File: src/rtl/stpm_cmd_sched.sv
// stpm_cmd_sched: keypad-token command parser, command FIFO and run sequencer
// placed in front of stpm_full. Each accepted command "<motor> SPACE <dir>
// <1-3 digits> ENTER" becomes {motor, dir, cycles} and is replayed as a timed
// active-low enable window followed by an all-off gap.
// Optional build macro STPM_CMD_ABORT_EN: token 14 becomes an abort that
// flushes the queue, resets the parser and cuts the current run short.
module stpm_cmd_sched #(
    parameter int STEP_NUM        = 71,
    parameter int STEP_SHIFT      = 7,
    parameter int MAX_DEG         = 360,
    parameter int TICKS_PER_CYCLE = 1000,
    parameter int GAP_TICKS       = 100,
    parameter int FIFO_DEPTH      = 4
) (
    input  logic       i_Clk,
    input  logic       i_Rst,
    input  logic [3:0] i_Data,
    input  logic       i_Ena,
    output logic       o_Dir,
    output logic [3:0] o_En,
    output logic [9:0] o_Cycles,
    output logic       o_Busy,
    output logic       o_Err,
    output logic [2:0] o_Count
);

    localparam logic [3:0] TOK_SPACE = 4'd10;
    localparam logic [3:0] TOK_ENTER = 4'd11;
    localparam logic [3:0] TOK_FWD   = 4'd12;
    localparam logic [3:0] TOK_BWD   = 4'd13;
    localparam int PTR_W = (FIFO_DEPTH > 1) ? $clog2(FIFO_DEPTH) : 1;
    localparam int TMR_W = $clog2(1024 * TICKS_PER_CYCLE + 1);
    localparam int GAP_W = (GAP_TICKS > 1) ? $clog2(GAP_TICKS + 1) : 1;

    typedef enum logic [1:0] {P_MOTOR, P_SEP, P_DIR, P_DEG} pstate_t;
    typedef enum logic [1:0] {S_IDLE, S_LOAD, S_RUN, S_GAP} sstate_t;

    pstate_t          r_PState, w_PNext;
    sstate_t          r_SState, w_SNext;
    logic [1:0]       r_Motor, r_CurMotor;
    logic             r_PDir, r_Dir;
    logic [9:0]       r_Deg, r_Cycles;
    logic [1:0]       r_DigCnt;
    logic             r_PushVld, r_Err;
    logic [12:0]      r_Mem [FIFO_DEPTH];
    logic [PTR_W-1:0] r_Wp, r_Rp;
    logic [2:0]       r_Count;
    logic [TMR_W-1:0] r_Timer;
    logic [GAP_W-1:0] r_Gap;
    logic             w_Abort, w_PErr, w_LatchMotor, w_LatchDir, w_AddDigit, w_PushReq;
    logic             w_Full, w_Wr, w_Drop, w_Pop;

    // Degrees to motor cycles: 18-bit product, shifted, truncated to 10 bits
    function automatic logic [9:0] f_deg2cyc(input logic [9:0] deg);
        logic [17:0] prod;
        prod = 18'(deg) * 18'(STEP_NUM);
        return 10'(prod >> STEP_SHIFT);
    endfunction

`ifdef STPM_CMD_ABORT_EN
    assign w_Abort = i_Ena && (i_Data == 4'd14);
`else
    assign w_Abort = 1'b0;
`endif

    assign w_Full = (r_Count == 3'(FIFO_DEPTH));
    // A full FIFO still accepts a push when the sequencer pops in the same clock
    assign w_Wr   = r_PushVld && (!w_Full || w_Pop) && !w_Abort;
    assign w_Drop = r_PushVld && w_Full && !w_Pop && !w_Abort;

    // Parser next state: any token not legal in the current state is rejected
    always_comb begin
        w_PNext      = r_PState;
        w_PErr       = 1'b0;
        w_LatchMotor = 1'b0;
        w_LatchDir   = 1'b0;
        w_AddDigit   = 1'b0;
        w_PushReq    = 1'b0;
        if (w_Abort) begin
            w_PNext = P_MOTOR;
        end else if (i_Ena) begin
            w_PErr  = 1'b1;
            w_PNext = P_MOTOR;
            case (r_PState)
                P_MOTOR: if (i_Data >= 4'd1 && i_Data <= 4'd4) begin
                    w_PErr = 1'b0; w_LatchMotor = 1'b1; w_PNext = P_SEP;
                end
                P_SEP: if (i_Data == TOK_SPACE) begin
                    w_PErr = 1'b0; w_PNext = P_DIR;
                end
                P_DIR: if (i_Data == TOK_FWD || i_Data == TOK_BWD) begin
                    w_PErr = 1'b0; w_LatchDir = 1'b1; w_PNext = P_DEG;
                end
                P_DEG: begin
                    if (i_Data <= 4'd9 && r_DigCnt != 2'd3) begin
                        w_PErr = 1'b0; w_AddDigit = 1'b1; w_PNext = P_DEG;
                    end else if (i_Data == TOK_ENTER && r_DigCnt != 2'd0 &&
                                 r_Deg <= 10'(MAX_DEG)) begin
                        w_PErr = 1'b0; w_PushReq = 1'b1;
                    end
                end
                default: ;
            endcase
        end
    end

    // Parser control state, push request stage and error pulse
    always_ff @(posedge i_Clk or negedge i_Rst) begin
        if (!i_Rst) begin
            r_PState  <= P_MOTOR;
            r_DigCnt  <= 2'd0;
            r_PushVld <= 1'b0;
            r_Err     <= 1'b0;
        end else begin
            r_PState  <= w_PNext;
            r_PushVld <= w_PushReq;
            r_Err     <= w_PErr || w_Drop;
            if (w_LatchDir)      r_DigCnt <= 2'd0;
            else if (w_AddDigit) r_DigCnt <= r_DigCnt + 2'd1;
        end
    end

    // Parser command fields; still stable when the push lands one clock after ENTER
    always_ff @(posedge i_Clk) begin
        if (w_LatchMotor) r_Motor <= 2'(i_Data - 4'd1);
        if (w_LatchDir) begin
            r_PDir <= (i_Data == TOK_BWD);
            r_Deg  <= 10'd0;
        end else if (w_AddDigit) begin
            r_Deg <= (r_Deg * 10'd10) + {6'd0, i_Data};
        end
    end

    // FIFO storage; cycles are computed as the entry is written
    always_ff @(posedge i_Clk) begin
        if (w_Wr) r_Mem[r_Wp] <= {r_Motor, r_PDir, f_deg2cyc(r_Deg)};
    end

    // FIFO pointers and occupancy
    always_ff @(posedge i_Clk or negedge i_Rst) begin
        if (!i_Rst) begin
            r_Wp <= '0; r_Rp <= '0; r_Count <= 3'd0;
        end else if (w_Abort) begin
            r_Wp <= '0; r_Rp <= '0; r_Count <= 3'd0;
        end else begin
            if (w_Wr)  r_Wp <= r_Wp + 1'b1;
            if (w_Pop) r_Rp <= r_Rp + 1'b1;
            if (w_Wr && !w_Pop)      r_Count <= r_Count + 3'd1;
            else if (!w_Wr && w_Pop) r_Count <= r_Count - 3'd1;
        end
    end

    // Sequencer next state and pop request
    always_comb begin
        w_SNext = r_SState;
        w_Pop   = 1'b0;
        case (r_SState)
            S_IDLE: if (r_Count != 3'd0 && !w_Abort) begin
                w_Pop = 1'b1; w_SNext = S_LOAD;
            end
            S_LOAD: w_SNext = (w_Abort || r_Cycles == 10'd0) ? S_GAP : S_RUN;
            S_RUN:  if (w_Abort || r_Timer == TMR_W'(1)) w_SNext = S_GAP;
            S_GAP:  if (r_Gap == GAP_W'(1)) w_SNext = S_IDLE;
            default: w_SNext = S_IDLE;
        endcase
    end

    // Sequencer state, current command and run/gap timers
    always_ff @(posedge i_Clk or negedge i_Rst) begin
        if (!i_Rst) begin
            r_SState   <= S_IDLE;
            r_CurMotor <= 2'd0;
            r_Dir      <= 1'b0;
            r_Cycles   <= 10'd0;
            r_Timer    <= '0;
            r_Gap      <= '0;
        end else begin
            r_SState <= w_SNext;
            if (w_Pop) {r_CurMotor, r_Dir, r_Cycles} <= r_Mem[r_Rp];
            if (r_SState == S_LOAD)     r_Timer <= TMR_W'(r_Cycles) * TMR_W'(TICKS_PER_CYCLE);
            else if (r_SState == S_RUN) r_Timer <= r_Timer - 1'b1;
            if (w_SNext == S_GAP && r_SState != S_GAP) r_Gap <= GAP_W'(GAP_TICKS);
            else if (r_SState == S_GAP)                r_Gap <= r_Gap - 1'b1;
        end
    end

    // Enable decode: only S_RUN drives a motor, so reset releases it at once
    always_comb begin
        o_En = 4'b1111;
        if (r_SState == S_RUN) o_En = ~(4'b0001 << r_CurMotor);
    end

    assign o_Dir    = r_Dir;
    assign o_Cycles = r_Cycles;
    assign o_Busy   = (r_SState != S_IDLE);
    assign o_Err    = r_Err;
    assign o_Count  = r_Count;

endmodule

File: config.mk
export PLATFORM = sky130hd
export DESIGN_NAME = stpm_cmd_sched
export DESIGN_NICKNAME = d
export VERILOG_FILES = /design/src/rtl/stpm_cmd_sched.sv
export SDC_FILE = /design/constraint.sdc
export NUM_CORES = 1
export LEC_CHECK = 0
export BUFFER_PORTS_ARGS = -buffer_cell sky130_fd_sc_hd__buf_2
export CAP_MARGIN = 20
export CORE_MARGIN = 1.5
export CORE_UTILIZATION = 50
export CTS_BUF_LIST = sky130_fd_sc_hd__clkbuf_16
export DETAILED_ROUTE_END_ITERATION = 8
export HOLD_SLACK_MARGIN = 0.1
export PLACE_DENSITY = 0.71
export SKIP_CTS_REPAIR_TIMING = 1
export SYNTH_ARGS = -nofsm -noshare
export SYNTH_HDL_FRONTEND = slang
export SYNTH_SLANG_ARGS = --single-unit
File: constraint.sdc
create_clock -name i_Clk -period 7.71 [get_ports i_Clk]
set_input_delay 0.771 -clock i_Clk [delete_from_list [all_inputs] [get_ports i_Clk]]
set_output_delay 0.771 -clock i_Clk [all_outputs]
set_load 0.02 [all_outputs]
; After elaboration in Yosys (flattened, before gate mapping)
; Memory sizes are Yosys's and may differ from the RTL's. A register that Yosys moved wholly into a read port is not among the register bits.
; Index checks and enable logic that the tools add are counted.
[word_totals]
word_cells = 118
out_inout_bits = 20
memories = 1
register_bits = 55
in_bits = 7
mem_bits_rw = 52
[classes]
n_bitwise = 1
eq_ne = 16
n_mul = 3
n_reduce_logical = 27
n_addsub = 9
n_mux = 43
shift = 1
n_lt_le_gt_ge = 4
[mem_list]
columns = name, words, word_bits, read_ports, rd_ports_with_merged_regs, wr, line
row1 = r_Mem, 4, 13, 1, 1, 1, 45  ; logic [12:0] r_Mem [FIFO_DEPTH];
[op_table]
columns = cell, count
row1 = 20-bit two-way mux, 2
row2 = 10-bit by 7-bit multiplier with 17-bit output (second input constant), 2
row3 = 1-bit two-way mux, 25
row4 = 20-bit by 1-bit equality test with 1-bit output (second input constant), 1
row5 = 20-bit by 1-bit subtractor with 20-bit output (second input constant), 1
row6 = 4-bit equality test (second input constant), 4
row7 = 2-bit two-way mux, 8
row8 = 2-bit one-hot mux with 4 select lines, 2
row9 = 7-bit two-way mux, 2
row10 = 2-bit nonzero test, 6
row11 = 10-bit by 4-bit adder with 10-bit output, 1
row12 = 2-bit equality test (second input constant), 5
row13 = 10-bit by 9-bit less-or-equal comparator with 1-bit output (second input constant), 1
row14 = 1-bit logical AND, 10
row15 = 10-bit logical NOT, 1
row16 = 10-bit by 3-bit multiplier with 9-bit output (second input constant), 1
row17 = 7-bit by 1-bit equality test with 1-bit output (second input constant), 1
row18 = 7-bit by 1-bit subtractor with 7-bit output (second input constant), 1
row19 = 2-bit by 1-bit adder with 2-bit output (second input constant), 3
row20 = 3-bit two-way mux, 2
row21 = 2-bit by 1-bit equality test with 1-bit output (second input constant), 2
row22 = 4-bit by 1-bit greater-or-equal comparator with 1-bit output (second input constant), 1
row23 = 4-bit by 3-bit less-or-equal comparator with 1-bit output (second input constant), 1
row24 = 4-bit less-or-equal comparator (second input constant), 1
row25 = other kinds (13), 20

; Logic depth before layout (Yosys ltp)
; Gate-level depths: netlist (run 1).
[logic_depth]
depth_word = 9
mapped_depth = 15
ltp_nobuf = 15

; Least setup slack after synthesis (run 1)
; Ideal clock, no wire load.
[synth_path]
path_kind = reg-to-reg
start = register r_Cycles[1] (netlist: o_Cycles[1]), read port of r_Mem
end = register r_Timer[19]
setup_slack_ns = 3.623
path_buffers = 0
stages_incl_launch_ff = 14
arrival_ns = 3.954
period_less_slack_ns = 4.087
required_time_ns = 7.577
setup_ns = 0.133
path_cell_list = dfrtp_1 > inv_1 > fa_1 > fa_1 > fa_1 > fa_1 > inv_1 > ha_1 > nand2_1 > a2111oi_0 > nor2_1 > o21ai_1 > xnor2_1 > o211ai_1
[synth_between]
elab_chain_len = 2
[synth_rtl]
columns = element, line
row1 = start: declaration, 42  ; logic [9:0] r_Deg, r_Cycles;
row2 = 10-bit by 7-bit multiplier with 17-bit output, 180  ; if (r_SState == S_LOAD) r_Timer <= TMR_W'(r_Cycles) * TMR_W'(TICKS_PER_CYCLE);
row3 = 20-bit two-way mux, 180
row4 = end signal: assignment, 180
row5 = end signal: assignment, 181  ; else if (r_SState == S_RUN) r_Timer <= r_Timer - 1'b1;
row6 = end: declaration, 48  ; logic [TMR_W-1:0] r_Timer;
; Every way passes these cells.
; A chain may end at the register's enable or synchronous reset.

; Worst setup path in the final report (run 1)
[layout_path]
start = register r_Cycles[1] (netlist: o_Cycles[1]), read port of r_Mem
end = register r_Timer[18]
; Same word-level chain as after synthesis.

==> results of run 1 <==
cell usage in the layout, fill, tap and decap left out, drive strengths merged, types with 13 or more instances in the layout:
master / count
a21oi: 39
ha: 126
clkbuf: 17
inv: 129
nand2: 47
edfxtp: 55
o21ai: 64
fa: 43
mux2: 14
nor2: 37
xor2: 17
xnor2: 22
nor3: 14
buf: 28
mux4: 13
dfrtp: 55
how the worst max path moves through the flow:
stage | startpoint | to | slack [ns]
floorplan | o_Cycles[1] | r_Timer[19] | 3.62
global placement | o_Cycles[4] | r_Timer[19] | 3.52
detailed placement | r_Deg[7] | r_Mem[1][8] | 3.39
CTS | r_Deg[7] | r_Mem[1][8] | 3.37
global route | r_Deg[7] | r_Mem[1][8] | 2.95
finish | o_Cycles[1] | r_Timer[18] | 3.43
cells by family (layout without fill, tap and decap cells):
kind of cell | Yosys count | in the layout | synth area share
compound gates | 156 | 156 | 0.1077
xor+xnor | 40 | 40 | 0.04086
fa+ha+maj | 169 | 169 | 0.2736
buf+inv | 149 | 188 | 0.06375
flops | 120 | 120 | 0.3623
mux | 29 | 29 | 0.05280
simple gates | 172 | 172 | 0.09900
layout make-up:
type	count	area, sq um	share of cell area
sequential	120	3228	0.3275
inverter	128	480.5	0.04874
tap	225	281.5	0.02856
timing repair buffer	28	145.1	0.01472
clock buffer	17	425.4	0.04315
clock inverter	15	183.9	0.01866
multi-input combinational	566	5114	0.5187
state kept, by name, summed over array words and instances (netlist names), 2 cells and up:
| signal | flops |
|---|---|
| r_Timer | 20 |
| r_PState | 2 |
| r_CurMotor | 2 |
| o_Cycles | 10 |
| r_Wp | 2 |
| r_Gap | 7 |
| o_Count | 3 |
| r_Rp | 2 |
| r_Deg | 10 |
| r_Motor | 2 |
| r_DigCnt | 2 |
| r_Mem | 52 |
| r_SState | 2 |
through the flow:
| step | cell area, sq um | utilization | instances | worst slack [ns] | hold WS, ns |
|---|---|---|---|---|---|
| after global placement | 9249 | 0.5329 | 1067 | 3.518 | 0.4566 |
| after global routing | 9858 | 0.5680 | 1099 | 2.950 | 0.2742 |
| final | 9858 | 0.5680 | 1099 | 3.428 | 0.2501 |
| after detailed placement | 9249 | 0.5329 | 1067 | 3.394 | 0.4767 |
| after CTS | 9858 | 0.5680 | 1099 | 3.374 | 0.2505 |
| after floorplan | 8910 | - | 835 | 3.623 | 0.4371 |
layer usage:
layer	routed length [um]	global-route usage	vias to the layer above
met5	0	0	-
met4	262	0.06324	0
met3	514	0.03815	19
met2	8815	0.3593	112
met1	8138	0.2696	2935
li1	-	-	2962
worst max-delay path, stage by stage, from the launching register on:
cell	delay, ns
dfrtp_1	0.51
inv_1	0.14
fa_1	0.58
fa_1	0.44
fa_1	0.50
fa_1	0.51
inv_1	0.04
ha_1	0.32
a21oi_1	0.35
o211ai_1	0.18
nand2_1	0.15
o21ai_0	0.12
xor2_1	0.16
o21a_1	0.17
==> reports/metrics.csv, run 1 <==
metric,value,unit
drt_wl_total,17730,um
layout.nets,1037,
synth_area,0.008910,sq mm
track_usage,0.2094,
hold_violations,0,
syn2layout_area_growth,10.64,%
dr.pass1.iters,4,
die_area,0.01863,sq mm
drive_above_1_share,0.09954,
cts_tree,built,
reg2reg_from,o_Cycles[1],
die_h,136.5,um
vias_per_cell,5.485,
clk_latency,0.42,ns
slew-limit-headroom,0.3510,
yosysTopAreaCellShare,0.1854,
synth_top_cells_by_count,"inv_1 (127), ha_1 (126), dfrtp_1 (55), edfxtp_1 (55), nand2_1 (47)",
cts.clk_slew.worst_paths,0.06,ns
cap_violations,0,
clk_path_buf_depth,2,
diodes,0,
worst_clock_skew,0.01996,ns
syn-num-nets,1011,
ios,27,
tns,0,ns
initial_core_util,0.5133,
status,"complete, no violations",
yosys.area.top_type,edfxtp_1,
post-route-min-period,4.282,ns
grt_pass1_wl,30020,um
synth_area_leaders,"edfxtp_1 (19%), ha_1 (18%), dfrtp_1 (15%)",
start_kind,flip-flop,
core,0.01736,sq mm
ff2ff_path_depth,13,
drtIter0Drc,347,
drv_slew,0,
critPathArrivalTime,4.60,ns
synth.most_common_cell,inv_1,
grt_max_degree,49,
synth_edf_count,55,
cts_buffers,17,
setup_violations,0,
avgSynthCellArea,10.67,sq um
routabilityCongestion,0.8301,
rsz0062_at_grt,no,
fp.dieW,136.5,um
htreeDepth,4,
root_buffer,clkbuf_16,
synthFlopType,edfxtp_1,
post_drt_wl_per_cell,16.13,um
hold_class,in -> async,
grt_pass1_vias,6091,
rows,48,
ant_nets,0,
yosys_warnings,0,
crit_type,reg -> reg,
finalCritPeriodShare,0.5554,
grt-ovfl-total,0,
ys_ff_latch,120,
critPathRequiredTime,8.02,ns
io_buffers,26,
async_flop_share,0.4583,
vias,6028,
timing.rr.end,r_Timer[18],
post_synth_num_cell_types,62,
end_kind,flip-flop,
synth_seq_area_share,0.3623,
antenna_found_initial,0,
cp_max_fo,8,
worst_pin_slew,0.9600,ns
clock_sink_count,120,
r2r_slack,3.43,ns
dp_hpwl,13280,um
drc,0,
fill_cells,1460,
synth_cells,835,
fmax,233.5,MHz
Power of run 1 is left out: the tool's default activity adds up to more than one toggle a clock period on the data nets, which glitch-free logic cannot reach.
==> run 2: changes to the inputs <==
clock period = 4.05 ns   (was 7.71 ns; I/O delays follow)
==> reports/metrics.csv, run 2 (synthesized netlist as in run 1, its figures left out) <==
metric,value,unit
root_buffer,clkbuf_16,
grt-ovfl-total,0,
layout.nets,1075,
ant_nets,0,
fp.dieW,136.5,um
clock_sink_count,120,
cp_max_fo,3,
start_kind,flip-flop,
clk_path_buf_depth,2,
dp_hpwl,13370,um
final_util,0.5911,
top_register,r_Mem,
fill_cells,1405,
rsz0062_at_grt,yes,
status,"complete, no violations",
reg2reg_from,o_Cycles[2],
vias_per_cell,5.391,
finalCritPeriodShare,0.9688,
tns,0,ns
core,0.01736,sq mm
post-route-min-period,3.924,ns
clk_latency,0.42,ns
io_buffers,26,
critPathRequiredTime,4.34,ns
cts_buffers,17,
htreeDepth,4,
routabilityCongestion,0.8561,
ios,27,
syn2layout_area_growth,15.15,%
slew-limit-headroom,0.4250,
die_h,136.5,um
grt_max_degree,44,
drive_above_1_share,0.1678,
vias,6130,
hold_violations,0,
end_kind,flip-flop,
post_drt_wl_per_cell,15.82,um
fin_cells,1137,
cts_tree,built,
final_common_cell,inv_1,
rows,48,
drc,0,
setup_violations,0,
multiInputGateArea,0.005228,sq mm
crit_type,reg -> reg,
worst_clock_skew,0.01216,ns
fmax,254.9,MHz
placed_cells,1104,
worst_pin_slew,0.8625,ns
largest_reg_flops,52,
cts.clk_slew.worst_paths,0.06,ns
final_cell_mix,"inv_1 (125), ha_1 (124), edfxtp_1 (55), dfrtp_1 (52), nand2_1 (46)",
diodes,0,
regArea,0.003233,sq mm
drv_slew,0,
die_area,0.01863,sq mm
critPathArrivalTime,4.21,ns
setup_ws,0.1263,ns
initial_core_util,0.5133,
hold_class,in -> async,
antenna_found_initial,0,
dr.pass1.iters,5,
cap_violations,0,
drt_wl_total,17990,um
grt_pass1_vias,6053,
track_usage,0.2095,
post-place-ws,-0.004818,ns
reg_top3,"r_Mem (52), r_Timer (20)",
cp-startpoint,o_Cycles[2],
drtIter0Drc,327,
grt_pass1_wl,29980,um
[run 2: cell count changes in the layout (fill, tap and decap cells not counted), moves of 4 or more]
cell	delta
buf_4	+38
a21oi_1	-4
clkinv_1	-4
inv_2	+4
[run 2: critical path, cell delays in order (launching register included)]
cell and delay, ns:
dfrtp_2 0.38, inv_1 0.07, buf_4 0.14, fa_1 0.43, fa_1 0.51, fa_1 0.45
fa_1 0.51, inv_1 0.04, ha_1 0.29, buf_4 0.15, nand3_1 0.11, o311ai_2 0.12
nor2_2 0.22, o21ai_2 0.08, xnor2_1 0.19, o211ai_1 0.10
[run 2: area by class of cell]
type / count / area share
timing repair buffer: 66 / 0.04195
multi-input combinational: 566 / 0.5095
inverter: 128 / 0.04683
sequential: 120 / 0.3151
clock inverter: 15 / 0.01768
tap: 225 / 0.02744
clock buffer: 17 / 0.04146
[run 2: routing by layer]
layer	share of wire	global-route usage	up-vias	wire (um)
li1	-	-	3031	-
met1	0.45	0.2737	2961	8134
met2	0.50	0.3559	124	9054
met3	0.034	0.04148	14	608
met4	0.011	0.05556	0	190
met5	0	0	-	0
[run 2: final timing paths]
| kind | end | slack [ns] | cells after the start |
|---|---|---|---|
| max | r_Timer[19] | 0.13 | 15 |
| min | r_Timer[2] | 0.06 | 1 |
| max reg2reg | r_Timer[19] | 0.13 | 15 |
| min reg2reg | r_Gap[5] | 0.48 | 1 |
| max in group asynchronous | o_Cycles[3] | 3.15 | 2 |
| min in group i_Clk | r_Deg[0] | 0.27 | 3 |
[run 2: through the flow]
step / hold WS [ns] / area [sq um]
finish: 0.05982 / 10260
global placement: 0.4567 / 9530
CTS: 0.07063 / 10140
detailed placement: 0.4667 / 9530
global route: 0.1038 / 10260
floorplan: 0.1094 / 8914
Power of run 2 is left out for the same reason.
==> run 3: changes to the inputs <==
ABC_AREA = 0   (was not set)
CORE_MARGIN = 2   (was 1.5)
GPL_TIMING_DRIVEN = 0   (was not set)
==> reports/metrics.csv, run 3 (synthesized netlist as in run 1, its figures left out) <==
metric,value,unit
drt_wl_total,18770,um
crit_chain,clkinvlp_4 -> fa_1 -> fa_1 -> fa_2 -> fa_1 -> inv_2 -> ha_4 -> inv_4 -> a2111oi_4 -> nor2_2 -> o21ai_2 -> xnor2_2 -> o211ai_1,
io_buffers,26,
post_drt_wl_per_cell,16.39,um
grt.busiest_layer,met2,
status,finished with violations,
vias,6270,
dr.pass1.iters,4,
fmax,245.3,MHz
worst_pin_slew,0.7710,ns
antenna_found_initial,0,
reg_top3,"r_Mem (52), r_Timer (20)",
die_h,137.5,um
die_area,0.01890,sq mm
worst_clock_skew,0.01196,ns
clock_sink_count,120,
setup_violations,1,
rows,48,
max_stage_delay,0.59,ns
crit_type,reg -> reg,
grtUsageMet2,0.3624,
start_kind,flip-flop,
fp.dieW,137.5,um
cap_violations,0,
drtIter0Drc,424,
final_cell_mix,"inv_1 (121), ha_1 (120), edfxtp_1 (55), dfrtp_1 (47), nand2_1 (45)",
cp-startpoint,o_Cycles[4],
ios,27,
dp_hpwl,13590,um
core,0.01736,sq mm
final_area,0.01030,sq mm
cts_buffers,17,
grt-ovfl-total,0,
final_common_cell,inv_1,
rsz0062_at_grt,yes,
routabilityCongestion,0.8701,
setup_ws,-0.02656,ns
end_kind,flip-flop,
post-route-min-period,4.077,ns
clk_latency,0.42,ns
cp_slowest_cell,fa_1,
grt_pass1_wl,30410,um
largest_reg_flops,52,
fill_cells,1444,
cp_num_buf_inv,3,
hold_class,in -> reg,
vias_per_cell,5.476,
finalCritPeriodShare,1.007,
grt_max_degree,38,
initial_core_util,0.5133,
track_usage,0.2092,
drc,0,
syn2layout_area_growth,15.63,%
postPlaceCellArea,0.009345,sq mm
cp_max_fo,6,
crit_top_cell,fa_1,
layout.nets,1083,
ant_nets,0,
diodes,0,
top_register,r_Mem,
min-delay-start,i_Data[0],
root_buffer,clkbuf_16,
drv_slew,0,
critPathArrivalTime,4.36,ns
violations,negative setup slack,
critPathRequiredTime,4.34,ns
clk_path_buf_depth,2,
drive_above_1_share,0.1707,
grt_pass1_vias,6201,
reg2reg_from,o_Cycles[4],
cts_tree,built,
grtUsageMet3,0.03495,
cts.clk_slew.worst_paths,0.06,ns
use_met1,0.2674,
htreeDepth,4,
cp_top_family,adder cells,
slew-limit-headroom,0.4788,
hold_violations,0,
-- run 3: routing by layer --
layer / routed length (um) / up-vias
li1: - / 3054
met1: 8394 / 3047
met2: 9345 / 140
met3: 715 / 29
met4: 316 / 0
met5: 0 / -
-- run 3: final timing paths --
kind / cells after the start / to / slack [ns]
min reg2reg: 1 / r_Gap[5] / 0.48
min: 3 / r_Deg[0] / 0.27
max in group asynchronous: 3 / o_Cycles[2] / 2.95
max: 13 / r_Timer[19] / -0.03
min in group asynchronous: 2 / r_Timer[1] / 0.49
max reg2reg: 13 / r_Timer[19] / -0.03
-- run 3: through the flow --
step | utilization | instances | worst slack, ns | hold WS, ns | setup TNS, ns
after floorplan | - | 835 | 0.008979 | 0.1094 | 0
after global placement | 0.5373 | 1086 | -0.4526 | 0.4565 | -7.911
after detailed placement | 0.5384 | 1087 | -0.4980 | 0.4000 | -9.144
after CTS | 0.5684 | 1119 | -0.5222 | -0.04959 | -10.37
after global routing | 0.5936 | 1145 | -0.1501 | 0.2820 | -1.150
final | 0.5936 | 1145 | -0.02656 | 0.2714 | -0.02656
-- run 3: tightest hold or removal path, stage by stage --
cell and delay [ns]:
buf_2 0.13, nand2_1 0.06, a21oi_1 0.05
-- run 3: layout make-up --
class | count | area, sq um | share of cell area
Timing Repair Buffer | 53 | 347.8 | 0.03376
Tap cell | 225 | 281.5 | 0.02733
Sequential cell | 120 | 3242 | 0.3147
Buffer | 21 | 87.58 | 0.008501
Inverter | 128 | 494.2 | 0.04797
Multi-Input combinational cell | 566 | 5329 | 0.5172
Clock inverter | 15 | 95.09 | 0.009230
Clock buffer | 17 | 425.4 | 0.04129
Power of run 3 is left out for the same reason.
